[src/rtl/calc_ctrl_if.sv]
// Token, ALU and result bundle between calc_ctrl and its neighbours.
// The master side is the front-end, the ALU and the result consumer; the slave side is calc_ctrl.
interface calc_ctrl_if #(parameter int WIDTH = 4);
  logic             in_valid;
  logic             in_ready;
  logic             in_is_op;
  logic [WIDTH-1:0] in_data;
  logic [WIDTH-1:0] alu_a;
  logic [WIDTH-1:0] alu_b;
  logic [2:0]       alu_sel;
  logic [WIDTH-1:0] alu_result;
  logic             out_valid;
  logic             out_ready;
  logic [WIDTH-1:0] out_result;
  logic             out_err;
  logic [7:0]       op_count;

  modport master (
    output in_valid, in_is_op, in_data, alu_result, out_ready,
    input  in_ready, alu_a, alu_b, alu_sel, out_valid, out_result, out_err, op_count
  );

  modport slave (
    input  in_valid, in_is_op, in_data, alu_result, out_ready,
    output in_ready, alu_a, alu_b, alu_sel, out_valid, out_result, out_err, op_count
  );
endinterface

[src/rtl/calc_ctrl.sv]
// Sequences operand A, opcode and operand B tokens into the 4-bit ALU.
// It then offers the captured result, or an error flag, on a valid/ready handshake.
module calc_ctrl #(
  parameter int WIDTH = 4
) (
  input  logic         clk,
  input  logic         rst,
  calc_ctrl_if.slave   bus
);

  typedef enum logic [2:0] {
    WAIT_A,
    WAIT_OP,
    WAIT_B,
    EXEC,
    DONE
  } state_t;

  state_t           state_q, state_d;
  logic             err_q;
  logic [WIDTH-1:0] a_q, b_q, result_q;
  logic [2:0]       sel_q;
  logic             out_err_q;
  logic [7:0]       count_q;

  logic in_ready, out_valid, accept, tok_ok;

  always_ff @(posedge clk) begin
    if (rst) state_q <= WAIT_A;
    else     state_q <= state_d;
  end

  // tok_ok says whether the offered token is the one this state expects.
  always_comb begin
    state_d   = state_q;
    in_ready  = 1'b0;
    out_valid = 1'b0;
    tok_ok    = 1'b0;
    case (state_q)
      WAIT_A: begin
        in_ready = !rst;
        tok_ok   = !bus.in_is_op;
        if (bus.in_valid && in_ready) state_d = tok_ok ? WAIT_OP : EXEC;
      end
      WAIT_OP: begin
        in_ready = !rst;
        tok_ok   = bus.in_is_op && !bus.in_data[WIDTH-1];
        if (bus.in_valid && in_ready) state_d = tok_ok ? WAIT_B : EXEC;
      end
      WAIT_B: begin
        in_ready = !rst;
        tok_ok   = !bus.in_is_op;
        if (bus.in_valid && in_ready) state_d = EXEC;
      end
      EXEC: state_d = DONE;
      DONE: begin
        out_valid = 1'b1;
        if (bus.out_ready) state_d = WAIT_A;
      end
      default: state_d = WAIT_A;
    endcase
  end

  assign accept = bus.in_valid && in_ready;

  // A rejected token still takes the EXEC slot, so err_q marks that pass as an error pass.
  always_ff @(posedge clk) begin
    if (rst) begin
      a_q       <= '0;
      b_q       <= '0;
      sel_q     <= '0;
      err_q     <= 1'b0;
      result_q  <= '0;
      out_err_q <= 1'b0;
      count_q   <= '0;
    end else begin
      if (accept) begin
        err_q <= !tok_ok;
        if (tok_ok) begin
          case (state_q)
            WAIT_A:  a_q   <= bus.in_data;
            WAIT_OP: sel_q <= bus.in_data[2:0];
            WAIT_B:  b_q   <= bus.in_data;
            default: ;
          endcase
        end
      end
      if (state_q == EXEC) begin
        err_q <= 1'b0;
        if (err_q) begin
          result_q  <= '0;
          out_err_q <= 1'b1;
        end else begin
          result_q  <= bus.alu_result;
          out_err_q <= 1'b0;
          count_q   <= count_q + 8'd1;
        end
      end
    end
  end

  assign bus.in_ready   = in_ready;
  assign bus.out_valid  = out_valid;
  assign bus.alu_a      = a_q;
  assign bus.alu_b      = b_q;
  assign bus.alu_sel    = sel_q;
  assign bus.out_result = result_q;
  assign bus.out_err    = out_err_q;
  assign bus.op_count   = count_q;

endmodule

[src/flat_wrapper.sv]
// flat-port wrapper written by rule: the top's interface ports become plain ports
module calc_ctrl_flat 
#(
  parameter int WIDTH = 4
)
  (clk, rst, bus_in_valid, bus_in_is_op, bus_in_data, bus_alu_result, bus_out_ready, bus_in_ready, bus_alu_a, bus_alu_b, bus_alu_sel, bus_out_valid, bus_out_result, bus_out_err, bus_op_count);
  calc_ctrl_if #(.WIDTH(WIDTH)) bus_i ();
  input  logic clk;
  input  logic rst;
  input wire logic [$bits(bus_i.in_valid)-1:0] bus_in_valid;
  input wire logic [$bits(bus_i.in_is_op)-1:0] bus_in_is_op;
  input wire logic [$bits(bus_i.in_data)-1:0] bus_in_data;
  input wire logic [$bits(bus_i.alu_result)-1:0] bus_alu_result;
  input wire logic [$bits(bus_i.out_ready)-1:0] bus_out_ready;
  output wire logic [$bits(bus_i.in_ready)-1:0] bus_in_ready;
  output wire logic [$bits(bus_i.alu_a)-1:0] bus_alu_a;
  output wire logic [$bits(bus_i.alu_b)-1:0] bus_alu_b;
  output wire logic [$bits(bus_i.alu_sel)-1:0] bus_alu_sel;
  output wire logic [$bits(bus_i.out_valid)-1:0] bus_out_valid;
  output wire logic [$bits(bus_i.out_result)-1:0] bus_out_result;
  output wire logic [$bits(bus_i.out_err)-1:0] bus_out_err;
  output wire logic [$bits(bus_i.op_count)-1:0] bus_op_count;
  assign bus_i.in_valid = bus_in_valid;
  assign bus_i.in_is_op = bus_in_is_op;
  assign bus_i.in_data = bus_in_data;
  assign bus_i.alu_result = bus_alu_result;
  assign bus_i.out_ready = bus_out_ready;
  assign bus_in_ready = bus_i.in_ready;
  assign bus_alu_a = bus_i.alu_a;
  assign bus_alu_b = bus_i.alu_b;
  assign bus_alu_sel = bus_i.alu_sel;
  assign bus_out_valid = bus_i.out_valid;
  assign bus_out_result = bus_i.out_result;
  assign bus_out_err = bus_i.out_err;
  assign bus_op_count = bus_i.op_count;
  calc_ctrl #(.WIDTH(WIDTH)) u_core (.clk(clk), .rst(rst), .bus(bus_i));
endmodule
[config.mk]
export PLATFORM = sky130hd
export DESIGN_NAME = calc_ctrl_flat
export DESIGN_NICKNAME = d
export VERILOG_FILES = /design/src/rtl/calc_ctrl_if.sv /design/src/rtl/calc_ctrl.sv /design/src/flat_wrapper.sv
export SDC_FILE = /design/constraint.sdc
export NUM_CORES = 1
export LEC_CHECK = 0
export ABC_CLOCK_PERIOD_IN_PS = 3300
export CAP_MARGIN = 20
export CORE_ASPECT_RATIO = 0.75
export CORE_MARGIN = 3
export CORE_UTILIZATION = 25
export DETAILED_ROUTE_END_ITERATION = 8
export PLACE_DENSITY = 0.51
export SYNTH_ARGS = -nofsm -noshare
export SYNTH_HDL_FRONTEND = slang
export SYNTH_SLANG_ARGS = --single-unit
[constraint.sdc]
create_clock -name clk -period 3.3 [get_ports clk]
set_clock_uncertainty 0.1 [all_clocks]
set_input_delay 0.495 -clock clk [delete_from_list [all_inputs] [get_ports clk]]
set_output_delay 0.495 -clock clk [all_outputs]
set_load 0.05 [all_outputs]
Word level (Yosys, flattened, before mapping):

Index checks and enable logic that the tools add are counted.

* memory bits (writable): 0
* memories kept: 0
* latch bits: 0
* output and inout bits: 26
* flip-flop bits (word level): 28
* memory bits (read-only): 0

* div/mod/pow operators: 0
* reductions and logical operators: 16
* $add $sub $neg: 1
* bitwise operators: 1
* magnitude comparators: 0
* eq/ne operators: 8
* multipliers: 0
* shift-type cells: 0
* mux-type cells: 12

Operator list (number)
* 3-bit one-hot mux with 5 select lines: 1
* 3-bit 2-to-1 mux: 4
* 3-bit AND reduction: 3
* 8-bit by 1-bit adder with 8-bit output, second input constant: 1
* 3-bit by 2-bit equality test with 1-bit output, second input constant: 2
* 2-bit by 1-bit != test with 1-bit output, second input constant: 3
* 1-bit logical NOT: 4
* 1-bit 2-to-1 mux: 4
* 4-bit 2-to-1 mux: 1
* 4-bit AND reduction: 1
* 2-bit OR reduction: 2
* 3-bit by 1-bit equality test with 1-bit output, second input constant: 1
* 3-bit equality test, second input constant: 1
* 1-bit logical AND: 3
* 3-bit logical NOT: 1
* 3-bit OR reduction: 1
* 2-bit 2-to-1 mux: 1
* 2-bit != test, second input constant: 1
* 1-bit one-hot mux with 2 select lines: 1
* 2-bit AND reduction: 1
* 1-bit NOT: 1

Longest topological paths before layout:

* depth in word-level cells: 5
* mapped depth: 6

Worst setup path before layout:

OpenSTA, ideal clock, no wires.

* kind: input-to-output
* start point: input port rst
* end point: output port bus_in_ready
* data required time: 2.705 ns
* arrival: 1.917 ns
* cell stages on the path: 2
* path slack: 0.788 ns
* buffers on the path: 1
* cell sequence: clkbuf_1 > a211oi_1

* longest elaborated chain between the ends: 2

RTL lines
* from (decl): line flat_wrapper.sv:9 `input logic rst;`
* 1-bit logical NOT: line calc_ctrl.sv:41, calc_ctrl.sv:46, calc_ctrl.sv:51
* 1-bit 2-to-1 mux
* to (decl): line flat_wrapper.sv:15 `output wire logic [$bits(bus_i.in_ready)-1:0] bus_in_ready;`

Every way passes these cells.

Worst setup path after layout:

* start point: register u_core.state_q[0]
* end point: output port bus_out_valid

* longest elaborated chain between the ends: 2

RTL lines
* from (decl): line calc_ctrl.sv:19 `state_t state_q, state_d;`
* from (signal assigned): line calc_ctrl.sv:30 `else state_q <= state_d;`
* 3-bit equality test: line calc_ctrl.sv:39 `case (state_q)`
* 1-bit 2-to-1 mux: line calc_ctrl.sv:39
* to (decl): line flat_wrapper.sv:19 `output wire logic [$bits(bus_i.out_valid)-1:0] bus_out_valid;`

Every way passes these cells.

==> impl_metrics.py <==
metrics = {
    "routing": {
        "first_iter_violations": 28,
        "final_antenna_net_count": 0,
        "drt_wl_total_um": 2897,
        "viasPerCell": 4.551,
        "dr_total_vias": 1024,
        "drc": 0,
        "firstDrtPassIters": 4,
        "wl_per_cell_um": 12.88,
    },
    "critical_path": {
        "required_ns": 2.70,
        "slowest_stage": "clkdlybuf4s50_1",
        "r2r-start": "u_core.state_q[0]$_SDFFE_PP0P_",
        "worstSetupEndpoint": "bus_out_valid",
        "cp-end-kind": "primary output",
        "ff2ff_path_depth": 4,
        "cp_cell_sequence": "nor2_1, and2_1, clkdlybuf4s50_1",
        "critical_path.startpoint_type": "register",
        "r2r_slack_ns": 1.71,
        "critPathMaxFanout": 13,
        "path_buf_inv": 1,
        "cpPeakStageDelay_ns": 0.80,
        "worstSetupStartpoint": "u_core.state_q[0]$_SDFFE_PP0P_",
        "critPathKind": "register to primary output",
        "cp.arrival_ns": 2.04,
        "r2r-end": "u_core.bus.op_count[7]$_SDFFE_PP0P_",
        "cp_top_family": "buffers and inverters",
        "cp_num_cells": 3,
    },
    "clock_tree": {
        "clockBufferDepth": 2,
        "postCtsSetupBuffers": 0,
        "clkTransAtPathRegs_ns": 0.10,
        "cts_buffers": 3,
        "cts.sinks": 28,
        "ctsResizeCount": 0,
        "insertion_delay_ns": 0.27,
        "holdBufCountCts": 0,
        "cts_tree": "yes",
        "root_buffer": "clkbuf_8",
        "h-tree-depth": 1,
    },
    "yosys": {
        "synth_top_area_cell": "dfxtp_1",
        "yosysTopAreaCellShare": 0.4590,
        "syn_avg_cell_area_sq_um": 9.182,
        "synth-edff-count": 0,
        "yosysUniqueCellTypes": 29,
        "synth_nets": 147,
        "syn_area_sq_mm": 0.001221,
        "syn_inst": 133,
        "synthTopCellsByArea": "dfxtp_1, mux2i_1, a21oi_1",
        "synth_warnings": 0,
        "synth_ff_type": "dfxtp_1",
        "ys_seq_area_frac": 0.4590,
        "ys_ff_latch": 28,
        "async_flop_share": 0,
    },
    "power_and_ir_drop": {
        "power_frac_comb": 0.151,
        "switching_share": 0.2623,
        "leakage_nw": 0.6460,
        "power_uw": 676.7,
        "p_seq_frac": 0.538,
        "power_frac_clock": 0.311,
        "internal_power_uw": 499.2,
        "powerDensity_mw_per_mm2": 398.8,
        "p_sw_uw": 177.5,
        "ir_worst_vdd_mv": 0.1957,
    },
    "placed_design": {
        "finalWeightedCongestion": 0.7728,
        "dp_hpwl_um": 2071,
        "placed_cells": 221,
        "numPortBuffers": 38,
    },
    "global_route": {
        "first_global_vias": 1013,
        "grt_usage": 0.1018,
        "grt_overflow": 0,
        "grt_max_degree": 28,
        "antenna_found_initial": 0,
        "grt_first_pass_wirelength_um": 4629,
    },
    "worst_hold_path": {
        "hold_path_class": "register to register",
        "hold_start": "u_core.bus.out_err$_SDFFE_PP0P_",
    },
    "sta": {
        "rsz0062_at_grt": "no",
        "max-slew-margin-rel": 0.6592,
        "min_period_ns": 2.639,
        "drv_slew": 0,
        "setup_violations": 0,
        "tightest_slew_ns": 0.5096,
        "hold_viol_final": 0,
        "period_share": 0.7996,
        "tns_ns": 0,
        "fmax_mhz": 379.0,
    },
    "cells_and_area": {
        "final_cells": 225,
        "drive_gt1_frac": 0.07143,
        "final_nets": 183,
        "syn2layout_area_growth_pct": 38.93,
        "diodes": 0,
    },
    "floorplan": {
        "fp.dieW_um": 86.70,
        "core_area_sq_mm": 0.004572,
        "die-area_sq_mm": 0.005768,
        "std_cell_rows": 21,
        "start_util": 0.2671,
        "die_y_um": 66.53,
        "pin_count": 39,
    },
    "flow_run": {
        "drv_cap": 0,
    },
    "outcome": {
        "status": "completed",
    },
}
metal layers:
metal  up-vias  GRT usage  routed length, um  part of all wire
li1        523          -                  -                 -
met1       471     0.1223               1360              0.47
met2        28     0.1756               1322              0.46
met3         2    0.03832                198             0.068
met4         0    0.01751                 17            0.0059
met5         -          0                  0                 0
layout make-up:
class	count	area, sq um
sequential	28	560.5
fill	478	2875
multi-input combinational	97	611.8
timing repair buffer	39	397.9
clock buffer	4	55.05
tap	57	71.32
logic make-up (layout without fill, tap and decap cells):
logic type               Yosys count  count (layout)  synth area share
multiplexers                       8               8           0.06558
XOR/XNOR                           7               7           0.05021
flip-flops                        28              28            0.4590
AND/OR/NAND/NOR                   61              61            0.2889
adder cells (fa/ha/maj)            1               1           0.01024
buffers and inverters              8              43           0.03995
AO/OA/AOI/OAI                     20              20           0.08606
worst min-delay path by stage:
stage	depth (start not counted)	slack [ns]	to
floorplan	2	0.43	u_core.state_q[0]$_SDFFE_PP0P_
detailed placement	2	0.35	u_core.bus.out_err$_SDFFE_PP0P_
CTS	2	0.36	u_core.bus.out_err$_SDFFE_PP0P_
global placement	2	0.35	u_core.bus.out_err$_SDFFE_PP0P_
finish	2	0.36	u_core.bus.out_err$_SDFFE_PP0P_
global route	2	0.39	u_core.bus.out_err$_SDFFE_PP0P_
power by group through the flow:
stage | Sequential, mW | Clock, mW | Combinational (mW)
2_1_floorplan | 0.382 | 0 | 0.0523
3_3_place_gp | 0.370 | 0 | 0.102
3_5_place_dp | 0.371 | 0 | 0.103
4_1_cts | 0.364 | 0.222 | 0.104
5_1_grt | 0.366 | 0.230 | 0.110
6_report | 0.364 | 0.210 | 0.102
cells in the final DEF (no fill, tap or decap):
cell	count
nand4_1	3
clkdlybuf4s50_1	37
nor2b_1	4
mux2i_1	8
nor2_1	20
nand3b_4	1
a211oi_1	1
buf_12	1
ha_1	1
nor3_1	1
clkbuf_8	4
and3_1	1
and4bb_2	1
a21oi_1	15
o21ai_0	3
nor3b_4	1
nand3_1	5
nand2_1	12
xor2_1	4
nor3b_1	5
a21o_1	1
nand3b_2	1
nand2b_1	1
nor4_2	2
xnor2_1	3
or3_1	1
and2_1	1
nand4b_1	1
buf_4	1
dfxtp_1	28
worst min-delay path, stage by stage (launching register included):
cell and delay (ns):
dfxtp_1 0.32, nand2_1 0.05, a21oi_1 0.05
metrics by stage:
| stage | setup slack [ns] | hold WS, ns | utilization | area [sq um] |
|---|---|---|---|---|
| 2_1_floorplan | 0.7876 | 0.4276 | - | 1221 |
| 6_report | 0.6614 | 0.3580 | 0.3711 | 1697 |
| 3_3_place_gp | 0.9886 | 0.3491 | 0.3591 | 1642 |
| 5_1_grt | 0.5226 | 0.3886 | 0.3711 | 1697 |
| 3_5_place_dp | 0.9503 | 0.3490 | 0.3591 | 1642 |
| 4_1_cts | 0.6377 | 0.3635 | 0.3711 | 1697 |
synth_stat cells (4+ instances only):
library cell / n
a21oi_1: 15
mux2i_1: 8
nor2b_1: 4
nand3_1: 5
xor2_1: 4
dfxtp_1: 28
nor3b_1: 5
nor2_1: 20
nand2_1: 12
flip-flops by register name, indices dropped and copies added, names as in the netlist:
signal,cells
u_core.err_q,1
u_core.bus.out_err,1
u_core.bus.alu_sel,3
u_core.bus.out_result,4
u_core.state_q,3
u_core.bus.alu_a,4
u_core.bus.alu_b,4
u_core.bus.op_count,8
Note: power is estimated with default switching activity, not from simulation.
